$ cat src/rtl/fifo_wr_arbiter_pkg.sv
// rtl/fifo_wr_arbiter_pkg.sv - shared state type and default sizing for the FIFO write-port arbiter
package fifo_arb_pkg;

  typedef enum logic {
    IDLE  = 1'b0,
    BURST = 1'b1
  } arb_state_t;

  localparam int DEF_DATA_W    = 32;
  localparam int DEF_NUM_REQ   = 4;
  localparam int DEF_MAX_BURST = 8;

endpackage

$ cat src/rtl/fifo_wr_arbiter_rr_picker.sv
// rtl/fifo_wr_arbiter_rr_picker.sv - round-robin search for the first set request at or after ptr_i
module rr_picker
  import fifo_arb_pkg::*;
#(
  parameter int N  = DEF_NUM_REQ,
  parameter int IW = $clog2(N)
) (
  input  logic [N-1:0]  req_i,
  input  logic [IW-1:0] ptr_i,
  output logic          found_o,
  output logic [IW-1:0] idx_o
);

  logic [IW-1:0] cand;

  always_comb begin
    found_o = 1'b0;
    idx_o   = '0;
    cand    = '0;
    // Offsets walked high to low so the request nearest ptr_i is written last and wins.
    for (int k = N - 1; k >= 0; k--) begin
      cand = IW'((int'(ptr_i) + k) % N);
      if (req_i[cand]) begin
        found_o = 1'b1;
        idx_o   = cand;
      end
    end
  end

endmodule

$ cat src/rtl/fifo_wr_arbiter.sv
// rtl/fifo_wr_arbiter.sv - round-robin arbiter sharing the FIFO write port among NUM_REQ producers
module fifo_wr_arbiter
  import fifo_arb_pkg::*;
#(
  parameter int NUM_REQ   = DEF_NUM_REQ,
  parameter int DATA_W    = DEF_DATA_W,
  parameter int MAX_BURST = DEF_MAX_BURST,
  localparam int IDW      = $clog2(NUM_REQ)
) (
  input  logic                      rst_n,
  input  logic                      wr_clk,
  input  logic [NUM_REQ-1:0]        req_valid_i,
  input  logic [NUM_REQ*DATA_W-1:0] req_data_i,
  output logic [NUM_REQ-1:0]        req_ready_o,
  input  logic                      fifo_full_n_i,
  output logic                      fifo_wr_en_o,
  output logic [DATA_W-1:0]         fifo_data_o,
  output logic [IDW-1:0]            grant_id_o,
  output logic                      busy_o,
  output logic [15:0]               beats_total_o
);

  localparam int              CNTW      = $clog2(MAX_BURST + 1);
  localparam logic [CNTW-1:0] LAST_BEAT = CNTW'(MAX_BURST);
  localparam logic [IDW-1:0]  LAST_ID   = IDW'(NUM_REQ - 1);

  arb_state_t      state_q;
  logic [IDW-1:0]  grant_q;
  logic [IDW-1:0]  rr_ptr_q;
  logic [CNTW-1:0] burst_cnt_q;
  logic [CNTW-1:0] burst_cnt_d;
  logic [15:0]     beats_total_q;
  logic            busy_q;
  logic            pick_found;
  logic [IDW-1:0]  pick_idx;
  logic            in_burst;
  logic            gnt_valid;
  logic            beat;
  logic            burst_done;
  logic [IDW-1:0]  next_ptr;

  rr_picker #(
    .N  (NUM_REQ),
    .IW (IDW)
  ) u_rr_picker (
    .req_i   (req_valid_i),
    .ptr_i   (rr_ptr_q),
    .found_o (pick_found),
    .idx_o   (pick_idx)
  );

  assign in_burst    = (state_q == BURST);
  assign gnt_valid   = req_valid_i[grant_q];
  assign beat        = in_burst & gnt_valid & fifo_full_n_i;
  assign burst_cnt_d = burst_cnt_q + 1'b1;
  assign burst_done  = beat & (burst_cnt_d == LAST_BEAT);
  assign next_ptr    = (grant_q == LAST_ID) ? '0 : grant_q + 1'b1;

  // Handshake decodes straight from state so an async reset drops it without waiting for a clock.
  always_comb begin
    req_ready_o = '0;
    if (in_burst) req_ready_o[grant_q] = fifo_full_n_i;
  end

  assign fifo_wr_en_o  = beat;
  assign fifo_data_o   = in_burst ? req_data_i[grant_q*DATA_W +: DATA_W] : '0;
  assign grant_id_o    = in_burst ? grant_q : '0;
  assign busy_o        = busy_q;
  assign beats_total_o = beats_total_q;

  always_ff @(posedge wr_clk or negedge rst_n) begin
    if (!rst_n) begin
      state_q     <= IDLE;
      grant_q     <= '0;
      rr_ptr_q    <= '0;
      burst_cnt_q <= '0;
      busy_q      <= 1'b0;
    end else begin
      case (state_q)
        IDLE: begin
          if (pick_found) begin
            grant_q     <= pick_idx;
            burst_cnt_q <= '0;
            state_q     <= BURST;
            busy_q      <= 1'b1;
          end
        end
        BURST: begin
          if (beat) burst_cnt_q <= burst_cnt_d;
          if (!gnt_valid || burst_done) begin
            state_q  <= IDLE;
            busy_q   <= 1'b0;
            rr_ptr_q <= next_ptr;
          end
        end
        default: begin
          state_q <= IDLE;
          busy_q  <= 1'b0;
        end
      endcase
    end
  end

  always_ff @(posedge wr_clk or negedge rst_n) begin
    if (!rst_n) beats_total_q <= '0;
    else if (beat) beats_total_q <= beats_total_q + 16'd1;
  end

endmodule

$ cat config.mk
export PLATFORM = sky130hd
export DESIGN_NAME = fifo_wr_arbiter
export DESIGN_NICKNAME = d
export VERILOG_FILES = /design/src/rtl/fifo_wr_arbiter_pkg.sv /design/src/rtl/fifo_wr_arbiter_rr_picker.sv /design/src/rtl/fifo_wr_arbiter.sv
export SDC_FILE = /design/constraint.sdc
export NUM_CORES = 1
export LEC_CHECK = 0
export CAP_MARGIN = 30
export CORE_MARGIN = 3
export CORE_UTILIZATION = 33
export DETAILED_ROUTE_END_ITERATION = 12
export PLACE_DENSITY = 0.84
export SLEW_MARGIN = 10
export SYNTH_ARGS = -nofsm -noshare
export SYNTH_HDL_FRONTEND = slang
export SYNTH_SLANG_ARGS = --single-unit
$ cat constraint.sdc
create_clock -name wr_clk -period 2.64 [get_ports wr_clk]
set_input_delay 0.396 -clock wr_clk [delete_from_list [all_inputs] [get_ports wr_clk]]
set_output_delay 0.396 -clock wr_clk [all_outputs]
set_load 0.05 [all_outputs]
### Word level (Yosys, flattened, before mapping)

Index checks and enable logic that the tools add are counted.

* add/sub/neg operators: 6
* order comparisons: 6
* equal/unequal tests: 5
* shifts and indexed selects: 1
* multiplexer cells: 33
* bitwise operators: 5
* reduce and logical (&&, ||, !) cells: 7

Operators by type and width (count)
* $shiftx 128x8->32: 1
* $mux 32: 1
* $add 16x1->16 const B: 1
* $lt 2x3->1 const B: 5
* $mux 1: 14
* $mux 2: 6
* $mux 4: 3
* $bmux 1 s2: 5
* $pmux 4 s2: 1
* $reduce_and 2->1: 4
* $add 2x1->2 const B: 2
* $add 2x2->2 const B: 2
* $add 4x1->4 const B: 1
* $and 4x4->4: 1
* $eq 4x4->1 const B: 1
* $ne 2x1->1 const B: 2
* $pmux 1 s2: 2
* $and 1x1->1: 3
* $demux 1 s2: 1
* $eq 2x2->1 const B: 1
* $ge 2x1->1 const B: 1
* $ne 2x2->1 const B: 1
* $logic_and 1x1->1: 1
* $logic_not 1->1: 1
* 2 further kinds: 2

* register bits: 26
* output and inout port bits: 56
* word-level logic and storage cells: 69

### Depth between registers and ports, before layout

Gate-level depths: netlist (run 1).

* depth in word-level cells: 9
* depth in mapped cells: 6

### Modules after synthesis

Synthesis (run 1) repeated with hierarchy kept, for this count alone.

* cell total of the unflattened synthesis: 216
* area total of the unflattened synthesis: 2456.1 um^2

By module, submodules not included
* fifo_wr_arbiter: instances 1, cells each 203, area each 2378.5 um^2
* rr_picker: instances 1, cells each 13, area each 77.6 um^2

### Worst setup path after synthesis (run 1)

OpenSTA, ideal clock, no wires.

* path kind: register to output
* from: reg grant_q[0]
* to: out fifo_data_o[10]
* data arrival time: 1.740 ns
* data required time: 2.244 ns
* slack: 0.504 ns
* cell stages (with the launch flop): 5
* buffers on the path: 2
* cells stage by stage: dfrtp_1 -> buf_2 -> buf_2 -> mux4_2 -> and2_1

* word-level cells in the longest chain between the ends: 2

Ends and longest elaborated chain
* start: declaration: line fifo_wr_arbiter.sv:28 `logic [IDW-1:0] grant_q;`
* start signal: assignment: line fifo_wr_arbiter.sv:82 `grant_q <= pick_idx;`
* $shiftx 128x8->32: line fifo_wr_arbiter.sv:66 `assign fifo_data_o = in_burst ? req_data_i[grant_q*DATA_W +: DATA_W] : '0;`
* $mux 32: line fifo_wr_arbiter.sv:66
* end: declaration: line fifo_wr_arbiter.sv:17 `output logic [DATA_W-1:0] fifo_data_o,`

Every way passes these cells.

### Worst setup path after layout (run 1)

* from: reg grant_q[1]
* to: out fifo_data_o[16]

Same word-level chain as after synthesis.

==> results of run 1 <==
-- cells in the mapped netlist (4+ instances only) --
cell      number  area share, %
o21ai_0        4           0.85
a21oi_1        5            1.1
mux4_2        33             32
and2_1        33            8.8
xor2_1         7            2.6
dfrtp_1       26             28
nand3_1       10            2.1
xnor2_1        9            3.4
nand4_1        5            1.3
buf_2          4           0.85
nand2_1       13            2.1
and3_1         5            1.3
clkbuf_1       8            1.3
nor2_1         8            1.3
ha_1           7            3.7
inv_1          5           0.80
-- layout make-up --
type / instances / area [µm²]
Antenna cell: 1 / 2.502
Sequential cell: 26 / 651.9
Clock buffer: 4 / 55.05
Multi-Input combinational cell: 161 / 1600
Fill cell: 484 / 2062
Timing Repair Buffer: 195 / 2317
Tap cell: 96 / 120.1
Inverter: 6 / 22.52
-- critical path: cells and delay by family (launching register included) --
| kind | cells | cell delay [ns] |
|---|---|---|
| mux | 1 | 0.39 |
| simple gates | 1 | 0.22 |
| flops | 1 | 0.39 |
| buf+inv | 2 | 0.61 |
-- report_power, final --
group          switching, mW  internal, mW
logic                   2.27          2.12
registers              0.130         0.494
clock network          0.125         0.133
total                   2.53          2.75
-- routing by layer --
layer / routed length [µm] / vias up / track usage (%)
met1: 3495 / 1222 / 27.03
met2: 5211 / 113 / 42.69
li1: - / 1139 / -
met3: 590 / 15 / 5.021
met5: 0 / - / 0
met4: 213 / 0 / 5.485
-- flip-flops by register name, indices dropped and copies added (netlist names) --
name           cells
beats_total_o     16
burst_cnt_q        4
grant_q            2
rr_ptr_q           2
busy_o             1
in_burst           1
-- metrics by stage --
| step | hold slack [ns] | power (mW) | instance area, µm² | instances | setup slack, ns |
|---|---|---|---|---|---|
| 2_1_floorplan | 0.1004 | 3.052 | 2342 | 207 | 0.5038 |
| 3_3_place_gp | 0.4700 | 4.980 | 4712 | 484 | 0.4404 |
| 3_5_place_dp | 0.4701 | 5.042 | 4712 | 484 | 0.3963 |
| 4_1_cts | 0.4843 | 5.307 | 4767 | 488 | 0.3529 |
| 5_1_grt | 0.4887 | 5.489 | 4770 | 489 | 0.2666 |
| 6_report | 0.4746 | 5.273 | 4770 | 489 | 0.3509 |
-- path summary, 6_finish.rpt --
check	endpoint
min in group wr_clk	beats_total_o[15]$_DFFE_PN0P_
hold reg to reg	beats_total_o[15]$_DFFE_PN0P_
setup / recovery	fifo_data_o[16]
setup reg to reg	beats_total_o[6]$_DFFE_PN0P_
max in group asynchronous	grant_q[0]$_DFFE_PN0P_
hold / removal	beats_total_o[1]$_DFFE_PN0P_
-- kinds of logic (layout without fill, tap and decap cells) --
| group | after synthesis | in the layout | share of synthesized area, % |
|---|---|---|---|
| buffers and inverters | 20 | 205 | 3.900 |
| muxes | 36 | 36 | 33.12 |
| adders and majority gates | 7 | 7 | 3.739 |
| DFF | 26 | 26 | 27.78 |
| other | 0 | 1 | 0 |
| xor gates and xnor gates | 16 | 16 | 5.983 |
| AOI/OAI and AO/OA | 14 | 14 | 3.793 |
| and+or+nand+nor | 88 | 88 | 21.69 |
==> impl_metrics.ini, run 1 <==
[drt]
post-route-drc-count = 0
viasPerCell = 5.090
drt-pass1-iter-count = 4
routed_wirelength_um = 9510
ant_nets = 0
initialDrtViolationCount = 79
vias = 2489
wire_per_inst_um = 19.45

[global_routing]
grt_pass1_vias = 2582
grt_max_degree = 39
grt_overflow_total = 0
antenna_found_initial = 1
grt_usage_pct = 23.06
grt_pass1_wl_um = 14760

[die]
core_um2 = 6832
die_h_um = 90.25
die_area_um2 = 8144
chipWidth_um = 90.25
ios = 191
rows = 30
start_util_pct = 34.29

[yosys]
seq_area_frac_synth_pct = 27.78
synthDistinctLibCells = 34
ys.flop_type = dfrtp_1
synthArstFlopShare_pct = 100.0
synth.avg_cell_area_um2 = 11.32
syn-num-nets = 349
synthCells = 207
synth_edf_count = 0
syn_area_um2 = 2342
ys_ff_latch = 26
yosys_warnings = 0

[cts]
cts_buffer_depth = 2
clockRootBuffer = clkbuf_8
cts_tree = done
holdBufCountCts = 0
postCtsSetupRepairBufs = 0
worstSkewPairLatency_ns = 0.27
cts.clk_slew.worst_paths_ns = 0.09
cts_inserted_buffers = 3
cts.sinks = 26
cts.repair.resized = 0
cts.htree.levels = 1

[sta]
fmax_ghz = 0.4369
finalCritPeriodShare_pct = 86.71
fin_tns_setup_ns = 0
setup_viol = 0
rsz0062_at_grt = false
worstMarginPinSlew_ns = 0.5135
hold_viol = 0
min_period_ns = 2.289
drv_slew = 0
slew_headroom_pct = 65.66
skew_ns = 0.005020

[place]
io_buffers = 190
dp_hpwl_um = 7947
place_congestion = 0.8540

[critical_path]
slowest_delay_ns = 0.45
startpoint = grant_q[1]$_DFFE_PN0P_
crit_chain = buf_4 -> mux4_2 -> and2_1 -> buf_12
worstSetupPathType = reg2out
critPathRequiredTime_ns = 2.24
ff2ff_setup_slack_ns = 0.71
r2r_cells = 6
crit_slowest_cell = buf_4
arrival_ns = 1.89
crit_path_start_kind = flip-flop
end_kind = output port
critPathMaxFanout = 36
r2r-start = grant_q[0]$_DFFE_PN0P_

[power_and_ir_drop]
ir_worst_vdd_mv = 0.8750
p_leak_nw = 1.913
power_density_nw_per_um2 = 1106

[run_status]
status = complete, no violations

[final_layout]
fin_nets = 535
syn_to_final_growth_pct = 103.6
layout_common_cells = clkdlybuf4s50_1 (151), buf_12 (38), mux4_2 (33), and2_1 (33), dfrtp_1 (25)
final_common_cell = clkdlybuf4s50_1
finalCoreUtilization_pct = 69.82
drive_above_1_share_pct = 22.96

[hold_path]
hp-class = in2async

[flow_run]
drv_cap = 0
No activity file was read; power rests on OpenSTA's default activity.
==> run 2, diff against run 1 <==
CAP_MARGIN = 20   (was 30)
CTS_CLUSTER_DIAMETER = 50   (was unset)
PLACE_DENSITY = unset   (was 0.84)
PLACE_DENSITY_LB_ADDON = 0.2   (was unset)
==> run 2 against run 1 <==
Against the previous run: worst setup slack improved by 0.028 ns; via count shrank 0.72%; largest power group unchanged; final cell count stayed put; non-clock buffer count is 1 higher; highest routed layer unchanged; critical path depth did not move.
==> impl_metrics.ini, run 2 (synthesized netlist as in run 1, its figures left out) <==
[run_status]
status = complete, no violations

[global_routing]
grt_pass1_vias = 2646
grt_pass1_wl_um = 15140
antenna_found_initial = 0
grt_overflow_total = 0
grt_max_degree = 39
grt_usage_pct = 23.65

[power_and_ir_drop]
ir_worst_vdd_mv = 0.8283
p_leak_nw = 1.925
power_density_nw_per_um2 = 1120

[cts]
cts_tree = done
cts.clk_slew.worst_paths_ns = 0.08
clockRootBuffer = clkbuf_8
cts.htree.levels = 1
cts.sinks = 26
cts.repair.resized = 0
holdBufCountCts = 0
cts_inserted_buffers = 3
cts_buffer_depth = 2
worstSkewPairLatency_ns = 0.27
postCtsSetupRepairBufs = 0

[place]
io_buffers = 190
place_congestion = 0.7970
dp_hpwl_um = 8042

[critical_path]
critPathMaxFanout = 36
critPathRequiredTime_ns = 2.24
crit_path_start_kind = flip-flop
slowest_delay_ns = 0.43
crit_chain = buf_4 -> mux4_2 -> and2_1 -> buf_12
crit_slowest_cell = buf_4
arrival_ns = 1.87
worstSetupPathType = reg2out
ff2ff_setup_slack_ns = 0.69
end_kind = output port

[die]
start_util_pct = 34.29
die_h_um = 90.25
core_um2 = 6832
rows = 30
chipWidth_um = 90.25
die_area_um2 = 8144
ios = 191

[drt]
initialDrtViolationCount = 58
wire_per_inst_um = 19.63
routed_wirelength_um = 9599
viasPerCell = 5.053
drt-pass1-iter-count = 4
ant_nets = 0
post-route-drc-count = 0
vias = 2471

[final_layout]
seqCellArea_um2 = 651.9
drive_above_1_share_pct = 23.16
n_fill_cell = 516
largest_reg_flops = 16
final_common_cell = clkdlybuf4s50_1
multi_input_area_um2 = 1600
layout_common_cells = clkdlybuf4s50_1 (151), buf_12 (38), mux4_2 (33), and2_1 (33), dfrtp_1 (25)
n_antenna_cell = 0
syn_to_final_growth_pct = 104.5
finalCoreUtilization_pct = 70.13
fin_nets = 536

[sta]
min_period_ns = 2.261
slew_headroom_pct = 65.92
fmax_ghz = 0.4422
fin_hold_ws_ns = 0.4788
setup_viol = 0
skew_ns = 0.003766
hold_viol = 0
worstMarginPinSlew_ns = 0.5096
fin_tns_setup_ns = 0
rsz0062_at_grt = false
drv_slew = 0
finalCritPeriodShare_pct = 85.66

[flow_run]
drv_cap = 0

[hold_path]
hp-class = in2async
## run 2: changes by cell type in the layout (fill, tap and decap cells not counted)
cell       change
buf_4          +1
bufinv_16      +1
clkbuf_8       -1
diode_2        -1
## run 2: area by class of cell
type	count	share of cell area, %
timing repair buffer	196	48.52
multi-input combinational	161	33.40
sequential	26	13.61
tap	96	2.507
clock buffer	3	0.8618
clock inverter	1	0.6268
inverter	6	0.4701
## run 2: stage by stage
step	total power, mW	instance area, µm²	instances	setup WS [ns]
floorplan	3.052	2342	207	0.5038
detailed placement	5.073	4720	485	0.3795
global route	5.582	4791	489	0.2744
global placement	5.016	4720	485	0.4401
finish	5.365	4791	489	0.3787
CTS	5.417	4791	489	0.3518
## run 2: metal layers
metal,up-vias,GRT usage [%],wire length [µm],part of all wire [%]
met4,0,7.398,283,2.9
met1,1202,28.76,3739,39
met5,-,0,0,0
met3,21,4.854,582,6.1
li1,1145,-,-,-
met2,103,41.94,4993,52
## run 2: worst paths after layout
check                                               from  depth (start not counted)                             to
hold / removal                                     rst_n                          2        rr_ptr_q[0]$_DFFE_PN0P_
hold reg to reg            beats_total_o[15]$_DFFE_PN0P_                          1  beats_total_o[15]$_DFFE_PN0P_
setup / recovery                  grant_q[1]$_DFFE_PN0P_                          4                 fifo_data_o[8]
min in group wr_clk        beats_total_o[15]$_DFFE_PN0P_                          1  beats_total_o[15]$_DFFE_PN0P_
setup reg to reg                  grant_q[0]$_DFFE_PN0P_                          6   beats_total_o[6]$_DFFE_PN0P_
max in group asynchronous                          rst_n                          2         grant_q[0]$_DFFE_PN0P_
## run 2: where the power goes
part | internal, mW | switching, mW
registers | 0.494 | 0.123
logic | 2.13 | 2.29
clock network | 0.203 | 0.121
## run 2: worst max-delay path, delay by kind of cell (launching register included)
kind                   cells  cell delay (ns)
multiplexers               1             0.39
flip-flops                 1             0.38
AND/OR/NAND/NOR            1             0.20
buffers and inverters      2             0.58
